<file path="src/rtl/alu_wb_collector_if.sv">
// alu_wb_collector_if : issue/result/write-back bundle between the core and the result collector.
`default_nettype none

interface alu_wb_collector_if #(
  parameter int XLEN  = 64,
  parameter int TAG_W = 6,
  parameter int DEPTH = 4
);
  logic                     i_issue_valid;
  logic [TAG_W-1:0]         i_issue_tag;
  logic                     o_issue_ready;
  logic [XLEN-1:0]          i_res;
  logic                     o_wb_valid;
  logic [TAG_W-1:0]         o_wb_tag;
  logic [XLEN-1:0]          o_wb_data;
  logic                     i_wb_ready;
  logic [$clog2(DEPTH):0]   o_count;

  // Core / register-file side
  modport master (
    output i_issue_valid, i_issue_tag, i_res, i_wb_ready,
    input  o_issue_ready, o_wb_valid, o_wb_tag, o_wb_data, o_count
  );

  // Collector side
  modport slave (
    input  i_issue_valid, i_issue_tag, i_res, i_wb_ready,
    output o_issue_ready, o_wb_valid, o_wb_tag, o_wb_data, o_count
  );
endinterface

`default_nettype wire

</file>
<file path="src/rtl/alu_wb_collector.sv">
// alu_wb_collector : pairs 1-cycle arith results with their delayed tag and buffers them for write-back.
`default_nettype none

module alu_wb_collector #(
  parameter int XLEN  = 64,
  parameter int TAG_W = 6,
  parameter int DEPTH = 4
) (
  input  logic               i_clk,
  input  logic               i_nrst,
  alu_wb_collector_if.slave  bus
);

  localparam int AW = $clog2(DEPTH);
  localparam int CW = AW + 1;
  localparam int OW = CW + 1;

  logic [AW-1:0]    wr_ptr_q, wr_ptr_d;
  logic [AW-1:0]    rd_ptr_q, rd_ptr_d;
  logic [CW-1:0]    count_q, count_d;
  logic             pend_valid_q, pend_valid_d;
  logic [TAG_W-1:0] pend_tag_q, pend_tag_d;
  logic [TAG_W-1:0] mem_tag_q  [DEPTH];
  logic [TAG_W-1:0] mem_tag_d  [DEPTH];
  logic [XLEN-1:0]  mem_data_q [DEPTH];
  logic [XLEN-1:0]  mem_data_d [DEPTH];

  logic [OW-1:0]    occupancy;
  logic             issue_ready;
  logic             issue_fire;
  logic             wb_valid;
  logic             push;
  logic             pop;

  always_comb begin
    // An in-flight result already owns a slot, so it counts against the throttle.
    occupancy    = {1'b0, count_q} + OW'(pend_valid_q);
    issue_ready  = occupancy < OW'(DEPTH);
    issue_fire   = bus.i_issue_valid & issue_ready;
    wb_valid     = (count_q != '0);
    push         = pend_valid_q & (pend_tag_q != '0);
    pop          = wb_valid & bus.i_wb_ready;

    pend_valid_d = issue_fire;
    pend_tag_d   = issue_fire ? bus.i_issue_tag : pend_tag_q;
    wr_ptr_d     = wr_ptr_q + AW'(push);
    rd_ptr_d     = rd_ptr_q + AW'(pop);
    count_d      = count_q + CW'(push) - CW'(pop);

    mem_tag_d    = mem_tag_q;
    mem_data_d   = mem_data_q;
    if (push) begin
      mem_tag_d[wr_ptr_q]  = pend_tag_q;
      mem_data_d[wr_ptr_q] = bus.i_res;
    end
  end

  always_ff @(posedge i_clk or negedge i_nrst) begin
    if (!i_nrst) begin
      wr_ptr_q     <= '0;
      rd_ptr_q     <= '0;
      count_q      <= '0;
      pend_valid_q <= 1'b0;
      pend_tag_q   <= '0;
    end else begin
      wr_ptr_q     <= wr_ptr_d;
      rd_ptr_q     <= rd_ptr_d;
      count_q      <= count_d;
      pend_valid_q <= pend_valid_d;
      pend_tag_q   <= pend_tag_d;
    end
  end

  // Storage needs no reset: the head is masked whenever count is zero.
  always_ff @(posedge i_clk) begin
    mem_tag_q  <= mem_tag_d;
    mem_data_q <= mem_data_d;
  end

  assign bus.o_issue_ready = issue_ready;
  assign bus.o_wb_valid    = wb_valid;
  assign bus.o_wb_tag      = wb_valid ? mem_tag_q[rd_ptr_q]  : '0;
  assign bus.o_wb_data     = wb_valid ? mem_data_q[rd_ptr_q] : '0;
  assign bus.o_count       = count_q;

endmodule

`default_nettype wire

</file>
<file path="src/flat_wrapper.sv">
// flat-port wrapper written by rule: the top's interface ports become plain ports
module alu_wb_collector_flat 
#(
  parameter int XLEN  = 64,
  parameter int TAG_W = 6,
  parameter int DEPTH = 4
)
  (i_clk, i_nrst, bus_i_issue_valid, bus_i_issue_tag, bus_i_res, bus_i_wb_ready, bus_o_issue_ready, bus_o_wb_valid, bus_o_wb_tag, bus_o_wb_data, bus_o_count);
  alu_wb_collector_if #(.XLEN(XLEN), .TAG_W(TAG_W), .DEPTH(DEPTH)) bus_i ();
  input  logic i_clk;
  input  logic i_nrst;
  input wire logic [$bits(bus_i.i_issue_valid)-1:0] bus_i_issue_valid;
  input wire logic [$bits(bus_i.i_issue_tag)-1:0] bus_i_issue_tag;
  input wire logic [$bits(bus_i.i_res)-1:0] bus_i_res;
  input wire logic [$bits(bus_i.i_wb_ready)-1:0] bus_i_wb_ready;
  output wire logic [$bits(bus_i.o_issue_ready)-1:0] bus_o_issue_ready;
  output wire logic [$bits(bus_i.o_wb_valid)-1:0] bus_o_wb_valid;
  output wire logic [$bits(bus_i.o_wb_tag)-1:0] bus_o_wb_tag;
  output wire logic [$bits(bus_i.o_wb_data)-1:0] bus_o_wb_data;
  output wire logic [$bits(bus_i.o_count)-1:0] bus_o_count;
  assign bus_i.i_issue_valid = bus_i_issue_valid;
  assign bus_i.i_issue_tag = bus_i_issue_tag;
  assign bus_i.i_res = bus_i_res;
  assign bus_i.i_wb_ready = bus_i_wb_ready;
  assign bus_o_issue_ready = bus_i.o_issue_ready;
  assign bus_o_wb_valid = bus_i.o_wb_valid;
  assign bus_o_wb_tag = bus_i.o_wb_tag;
  assign bus_o_wb_data = bus_i.o_wb_data;
  assign bus_o_count = bus_i.o_count;
  alu_wb_collector #(.XLEN(XLEN), .TAG_W(TAG_W), .DEPTH(DEPTH)) u_core (.i_clk(i_clk), .i_nrst(i_nrst), .bus(bus_i));
endmodule
</file>
<file path="config.mk">
export PLATFORM = sky130hd
export DESIGN_NAME = alu_wb_collector_flat
export DESIGN_NICKNAME = d
export VERILOG_FILES = /design/src/rtl/alu_wb_collector_if.sv /design/src/rtl/alu_wb_collector.sv /design/src/flat_wrapper.sv
export SDC_FILE = /design/constraint.sdc
export NUM_CORES = 1
export LEC_CHECK = 0
export CAP_MARGIN = 20
export CORE_ASPECT_RATIO = 1.25
export CORE_MARGIN = 2
export CORE_UTILIZATION = 45
export DETAILED_ROUTE_END_ITERATION = 7
export GPL_TIMING_DRIVEN = 1
export PLACE_DENSITY = 0.67
export SLEW_MARGIN = 20
export SYNTH_ARGS = -nofsm -noshare
export SYNTH_HDL_FRONTEND = slang
export SYNTH_SLANG_ARGS = --single-unit
</file>
<file path="constraint.sdc">
create_clock -name i_clk -period 7.75 [get_ports i_clk]
set_input_delay 1.1625 -clock i_clk [delete_from_list [all_inputs] [get_ports i_clk]]
set_output_delay 1.1625 -clock i_clk [all_outputs]
set_load 0.01 [all_outputs]
</file>
* Word-level counts from Yosys, hierarchy flattened *
Index checks and enable logic that the tools add are counted.

storage, ports and cells
  output and inout port bits = 75
  latch bits = 0
  memories = 0
  ROM bits = 0
  word-level logic and storage cells = 44
  bits in registers = 294
  input port bits = 74
  RAM bits = 0

operators by class
  reduce and logical (&&, ||, !) cells = 3
  add/sub/neg operators = 5
  eq/ne operators = 0
  shift-type cells = 0
  multiply operators = 0
  bitwise operators = 5
  order comparisons = 4
  div/mod/pow operators = 0
  muxes and demuxes = 14

operators with widths
  kind                count
  $bwmux 256          1
  $mux 64             4
  $bmux 64 s2         1
  $demux 64 s2        1
  $bwmux 24           1
  $mux 6              4
  $bmux 6 s2          1
  $demux 6 s2         1
  $ge 3x3->1 const B  2
  $not 2->3           2
  $reduce_bool 6->1   1
  $add 2x1->2         2
  $add 3x1->4         1
  $lt 4x3->1 const B  1
  $add 3x1->3         1
  $and 1x1->1         3
  $lt 3x1->1 const B  1
  $reduce_bool 3->1   1
  $sub 3x1->3         1
  $logic_and 1x1->1   1

* Logic depth before layout (Yosys ltp) *
Gate-level depths: netlist of run 1.

  depth in word-level cells = 6
  mapped depth = 8
  mapped depth without buffers = 7

* Least setup slack after synthesis of run 1 *
No wires, ideal clock.

  path type = reg2reg
  start = register u_core.pend_tag_q[1]
  end = register u_core.mem_data_q[100] (netlist name), enable pin
  data arrival time = 5,728 ps
  clock period less this slack = 6,327 ps
  path buffers = 0
  path slack = 1,423 ps
  stages on the path, launching flop included = 4
  data required time = 7,151 ps
  library setup time = 599 ps
  path through = dfrtp_1 > or4_4 > o31ai_4 > nor3b_1

between the ends
  word-level cells in the longest chain between the ends = 2

RTL lines
  element                 RTL line                RTL
  start, declared         alu_wb_collector.sv:22  logic [TAG_W-1:0] pend_tag_q, pend_tag_d;
  start signal, assigned  alu_wb_collector.sv:70  pend_tag_q <= pend_tag_d;
  $reduce_bool 6->1       alu_wb_collector.sv:41  push = pend_valid_q & (pend_tag_q != '0);
  $and 1x1->1             alu_wb_collector.sv:41
  end signal, assigned    alu_wb_collector.sv:77  mem_data_q <= mem_data_d;
  end, declared           alu_wb_collector.sv:25  logic [XLEN-1:0] mem_data_q [DEPTH];

Every way passes these cells.
A chain may end at the register's enable or synchronous reset.

* Final worst setup path of run 1 *
  start = register u_core.rd_ptr_q[0]
  end = output port bus_o_wb_data[42]

between the ends
  word-level cells in the longest chain between the ends = 5

RTL lines
  element                                     RTL line                RTL
  start, declared                             alu_wb_collector.sv:19  logic [AW-1:0] rd_ptr_q, rd_ptr_d;
  start signal, assigned                      alu_wb_collector.sv:67  rd_ptr_q <= rd_ptr_d;
  $not 2->3 (not written as such)             alu_wb_collector.sv:83  assign bus.o_wb_data = wb_valid ? mem_data_q[rd_ptr_q] : '0;
  $bmux 64 s2                                 alu_wb_collector.sv:83
  $mux 64 (not written as such) (2 in a row)  alu_wb_collector.sv:83
  $mux 64                                     alu_wb_collector.sv:83
  end, declared                               flat_wrapper.sv:19      output wire logic [$bits(bus_i.o_wb_data)-1:0] bus_o_wb_data;

Every way passes these cells. The select of a mux whose other input is x is not followed.

==> run_results.csv, run 1 <==
group,metric,value,unit
outcome,status,"finished, final reports clean",
global_route,antenna_found_initial,1,
placement,dpl-instance-area,13100,sq um
sta,timing.fmax,0.216,GHz
critical_path,worstPathRequired,6.59,ns
sta,maxSlewHeadroom,25.8,%
clocking,cts.sinks,294,
floorplanning,pin_count,149,
sta,worst_slew_pin_slew,1.11,ns
placement,portBuffers,148,
drt,routed_via_density,5.32,
cells_and_area,area_growth,26.2,%
sta,final.setup.tns,0,ns
critical_path,arrival,3.47,ns
clocking,cts_tree,"done",
global_route,grt_max_degree,74,
cells_and_area,drive_above_1_share,20.8,%
sta,finalClockSkew,0.00997,ns
run,max_cap_violations,0,
drt,antenna_left,0,
cells_and_area,layout_commonest_cell,"edfxtp_1",
global_route,grt_pass1_vias,5940,
drt,drt_wl_total,21.8,mm
global_route,grt_remaining_overflow,0,
floorplanning,dieWidth,145,um
sta,maxSlewViolCount,0,
sta,timing.final.hold_violations,0,
global_route,grt_pass1_wl,33.9,mm
cells_and_area,stdcell_area,14100,sq um
yosys,yosysSeqAreaShare,78.1,%
sta,rsz0062_at_grt,"false",
floorplanning,rows,64,
yosys,ys_types,31,
hold_path,hold_class,"register to register",
sta,fin_crit,4.63,ns
drt,vias,5362,
power_and_ir_drop,ir_drop,0.242,mV
yosys,synthesis.area,11200,sq um
cells_and_area,nFillCells,1836,
yosys,synth_fp_nets,572,
critical_path,end_kind,"output port",
critical_path,critPathKind,"register to output port",
critical_path,worst-path-max-fanout,37,
drt,wire_per_inst,21.6,um
critical_path,startpoint_type,"register",
drt,first_pass_iters,5,
clocking,clock_latency,0.53,ns
cells_and_area,layout_common_cells,"edfxtp_1 (280), clkdlybuf4s50_1 (148), mux4_2 (70), and2_1 (70), clkbuf_16 (29)",
yosys,synth-warning-count,0,
clocking,numCtsBuffers,28,
clocking,clk_path_buf_depth,3,
cells_and_area,nets,735,
cells_and_area,regArea,8770,sq um
cells_and_area,final_core_util,57.7,%
clocking,h-tree-depth,1,
floorplanning,core_area,24500,sq um
clocking,clock-root-buffer,"clkbuf_16",
yosys,avgSynthCellArea,22.7,sq um
global_route,grt.total_usage,16.7,%
yosys,ys_seq_elements,294,
drt,drt-initial-drc-count,306,
yosys,synthCells,494,
power_and_ir_drop,p_leak,4.58,nW
floorplanning,dieArea,26200,sq um
placement,place.gp.congestion,0.733,
placement,dp_hpwl,12.5,mm
cells_and_area,multi_input_area,2340,sq um
power_and_ir_drop,power.density,397,nW/um^2
clocking,postCtsHoldBufs,0,
sta,finalCritPeriodShare,59.8,%
floorplanning,start_util,45.8,%
floorplanning,die-height,180,um
clocking,clk_pin_slew,0.06,ns
cells_and_area,num_antenna_cells,0,
clocking,post_cts_buffers,0,
sta,finalSetupViolCount,0,
drt,drc,0,
clocking,cts_resized,0,
## state kept, by name, indices dropped and copies added, names as in the netlist
name / cells
u_core.pend_tag_q: 6
u_core.rd_ptr_q: 2
u_core.wr_ptr_q: 2
u_core.mem_data_q: 256
u_core.mem_tag_q: 24
u_core.pend_valid_q: 1
u_core.bus.o_count: 3
## metal layers
layer | wire length (um) | track usage [%] | vias to the layer above | share of wire, %
met5 | 11 | 0 | - | 0.051
met4 | 461 | 4.82 | 2 | 2.1
met3 | 1010 | 2.91 | 39 | 4.7
met2 | 11600 | 30.5 | 127 | 53
met1 | 8700 | 20.6 | 2848 | 40
li1 | - | - | 2346 | -
## Yosys cell counts
cell | n | area [sq um]
nor2_1 | 2 | 7.51
o211ai_1 | 1 | 7.51
nand2_1 | 1 | 3.75
nand3_1 | 1 | 5.00
nand4b_1 | 1 | 8.76
xor2_1 | 2 | 17.5
and2_1 | 70 | 438
dfrtp_1 | 14 | 350
ha_1 | 3 | 37.5
inv_2 | 1 | 3.75
nand2b_1 | 1 | 6.26
a21oi_1 | 1 | 5.00
buf_4 | 7 | 52.6
fa_1 | 1 | 20.0
nor2b_1 | 1 | 6.26
mux2_2 | 6 | 67.6
edfxtp_1 | 280 | 8410
o2bb2ai_2 | 1 | 15.0
and3_1 | 1 | 6.26
inv_1 | 2 | 7.51
or4_4 | 1 | 11.3
or3_1 | 1 | 6.26
mux2i_1 | 1 | 10.0
nor3_1 | 1 | 5.00
buf_2 | 4 | 20.0
nor3b_1 | 2 | 15.0
nand4_1 | 1 | 6.26
mux4_2 | 70 | 1580
clkbuf_1 | 13 | 48.8
o31ai_4 | 1 | 21.3
xnor2_1 | 2 | 17.5
## per-stage QoR
| stage | worst slack (ns) | hold slack [ns] | total power [mW] | cells |
|---|---|---|---|---|
| after global placement | 3.52 | 0.538 | 4.13 | 956 |
| after CTS | 2.96 | 0.581 | 5.69 | 1007 |
| after global routing | 2.84 | 0.599 | 5.87 | 1008 |
| after detailed placement | 3.53 | 0.562 | 4.16 | 956 |
| after floorplan | 1.42 | 0.490 | 3.30 | 494 |
| final | 3.12 | 0.581 | 5.61 | 1008 |
## area by class of cell
type / count / share of cell area (%)
Clock buffer: 30 / 5.16
Clock inverter: 21 / 2.23
Inverter: 3 / 0.0796
Multi-Input combinational cell: 173 / 16.6
Sequential cell: 294 / 62.0
Tap cell: 330 / 2.92
Timing Repair Buffer: 157 / 11.1
## where the power goes
part / leakage [nW] / total [mW] / switching (mW) / internal (mW)
clock: 0.504 / 1.51 / 0.564 / 0.947
combinational: 1.37 / 1.80 / 0.732 / 1.07
sequential: 2.71 / 2.29 / 0.242 / 2.05
## final timing paths
path,start,end,slack [ns],cells past startpoint
min reg2reg,u_core.pend_tag_q[0],u_core.mem_tag_q[12],0.58,0
max in group asynchronous,i_nrst,u_core.rd_ptr_q[0],6.21,1
max,u_core.rd_ptr_q[0],bus_o_wb_data[42],3.12,4
min,u_core.pend_tag_q[0],u_core.mem_tag_q[12],0.58,0
max reg2reg,u_core.bus.o_count[0],u_core.bus.o_count[2],5.16,8
min in group asynchronous,i_nrst,u_core.bus.o_count[1],1.04,1
## cell families after synthesis
kind of cell | after synthesis | synth area share [%]
buf+inv | 27 | 1.18
flops | 294 | 78.1
mux | 77 | 14.8
fa+ha+maj | 4 | 0.513
xor+xnor | 4 | 0.313
compound gates | 4 | 0.435
simple gates | 84 | 4.69
## worst max-delay path, stage by stage, from the launching register on
cell and delay [ns]:
dfrtp_4 0.90, buf_4 0.71, mux4_2 0.57, and2_1 0.21, clkdlybuf4s50_1 0.49
(Power assumes the default switching activity.)
==> run 2: changes to the inputs <==
- PLACE_DENSITY: 0.67 -> 0.7
- clock period: 7.75 -> 3.7 ns (I/O delays scaled with it)
==> run_results.csv, run 2 (synthesis results as in run 1) <==
group,metric,value,unit
critical_path,reg2reg_to,"u_core.mem_data_q[77]",
critical_path,critPathSlowestCell,"dfrtp_4",
critical_path,path_cells,"buf_12 -> mux4_2 -> and2_1 -> clkdlybuf4s50_1",
global_route,grt.total_usage,16.0,%
floorplanning,dieWidth,145,um
sta,maxSlewHeadroom,32.0,%
placement,place.gp.congestion,0.699,
clocking,post_cts_buffers,0,
critical_path,end_kind,"output port",
clocking,clk_pin_slew,0.06,ns
cells_and_area,largest_reg_flops,256,
critical_path,worstPathRequired,3.14,ns
cells_and_area,area_growth,25.4,%
clocking,postCtsHoldBufs,0,
floorplanning,core_area,24500,sq um
global_route,grt.busiest_layer,"met2",
sta,rsz0062_at_grt,"false",
floorplanning,dieArea,26200,sq um
sta,finalClockSkew,0.0133,ns
global_route,grt_remaining_overflow,0,
placement,portBuffers,148,
clocking,numCtsBuffers,29,
cells_and_area,drive_above_1_share,20.0,%
drt,antenna_left,0,
critical_path,rr_worst_depth,4,
global_route,grt_pass1_wl,32.7,mm
clocking,cts_resized,0,
floorplanning,pin_count,149,
global_route,grt_pass1_vias,5998,
clocking,h-tree-depth,1,
critical_path,max_stage_delay,0.62,ns
power_and_ir_drop,power.density,808,nW/um^2
hold_path,hold_class,"input port to async pin",
critical_path,startpoint_type,"register",
sta,fin_crit,3.25,ns
run,max_cap_violations,0,
clocking,clk_path_buf_depth,3,
placement,dpl-instance-area,13100,sq um
outcome,status,"finished, final reports clean",
placement,dp_hpwl,12.2,mm
drt,drc,0,
global_route,use_met2,29.5,%
power_and_ir_drop,power,11.4,mW
clocking,clock-root-buffer,"clkbuf_16",
critical_path,arrival,2.69,ns
global_route,met1_usage,19.0,%
clocking,cts.sinks,294,
global_route,grt_max_degree,74,
clocking,clock_latency,0.52,ns
cells_and_area,final_core_util,57.4,%
sta,maxSlewViolCount,0,
cells_and_area,top_regs,"u_core.mem_data_q x256, u_core.mem_tag_q x24, u_core.pend_tag_q x6",
clocking,cts_tree,"done",
cells_and_area,stdcell_area,14100,sq um
sta,timing.final.hold_violations,0,
sta,worst_slew_pin_slew,1.02,ns
critical_path,critPathKind,"register to output port",
critical_path,reg2reg_from,"u_core.pend_tag_q[1]",
sta,timing.fmax,0.308,GHz
floorplanning,rows,64,
cells_and_area,layout_commonest_cell,"edfxtp_1",
drt,routed_via_density,5.25,
critical_path,r2r_slack,1.24,ns
drt,drt_wl_total,20.6,mm
cells_and_area,layout_common_cells,"edfxtp_1 (280), clkdlybuf4s50_1 (148), mux4_2 (70), and2_1 (70), clkbuf_16 (29)",
global_route,grtUsageMet3,2.76,%
drt,drt-initial-drc-count,268,
sta,final.setup.tns,0,ns
sta,finalSetupViolCount,0,
drt,first_pass_iters,6,
power_and_ir_drop,ir_drop,0.579,mV
floorplanning,start_util,45.8,%
power_and_ir_drop,p_leak,4.52,nW
sta,finalCritPeriodShare,87.7,%
floorplanning,die-height,180,um
cells_and_area,top_register,"u_core.mem_data_q",
critical_path,endpoint,"bus_o_wb_tag[5]",
drt,wire_per_inst,20.4,um
drt,vias,5304,
critical_path,worst-path-max-fanout,31,
cells_and_area,nets,736,
global_route,antenna_found_initial,1,
cells_and_area,nFillCells,1848,
critical_path,crit_start,"u_core.rd_ptr_q[0]",
-- run 2: worst min path at each step --
stage                    startpoint                    end  slack, ns
6_report                     i_nrst   u_core.pend_tag_q[5]       0.43
5_1_grt                      i_nrst  u_core.bus.o_count[1]       0.47
4_1_cts                      i_nrst  u_core.bus.o_count[1]       0.42
3_5_place_dp   u_core.pend_tag_q[1]    u_core.mem_tag_q[7]       0.56
3_3_place_gp   u_core.pend_tag_q[4]   u_core.mem_tag_q[10]       0.53
2_1_floorplan                i_nrst  u_core.bus.o_count[0]       0.26
-- run 2: stage by stage --
step | hold slack (ns) | setup slack (ns) | instances
3_3_place_gp | 0.527 | 0.834 | 956
5_1_grt | 0.470 | 0.313 | 1011
2_1_floorplan | 0.259 | 0.798 | 494
4_1_cts | 0.424 | 0.215 | 1009
6_report | 0.426 | 0.455 | 1011
3_5_place_dp | 0.556 | 0.782 | 956
-- run 2: report_power, final --
part	internal (mW)	switching [mW]
sequential	4.31	0.310
combinational	2.29	1.72
clock	1.58	1.15
total	8.18	3.18
-- run 2: area by class of cell --
cell class                 count  area [sq um]  share of cell area, %
tap                          330           413                   2.94
multi-input combinational    173          2360                   16.8
clock inverter                18           150                   1.07
clock buffer                  35           748                   5.32
timing repair buffer         157          1600                   11.4
antenna                        1          2.50                 0.0178
inverter                       3          11.3                 0.0801
sequential                   294          8770                   62.4
-- run 2: per-layer routing --
metal  part of all wire, %  wire [um]
met1                    40       8190
met2                    53      11000
met3                   4.6        943
met4                   2.3        482
met5                     0          0
-- run 2: worst max-delay path, delay by kind of cell, from the launching register on --
kind	cells	cell delay, ns
mux	1	0.54
buf+inv	2	0.81
flops	1	0.62
simple gates	1	0.19
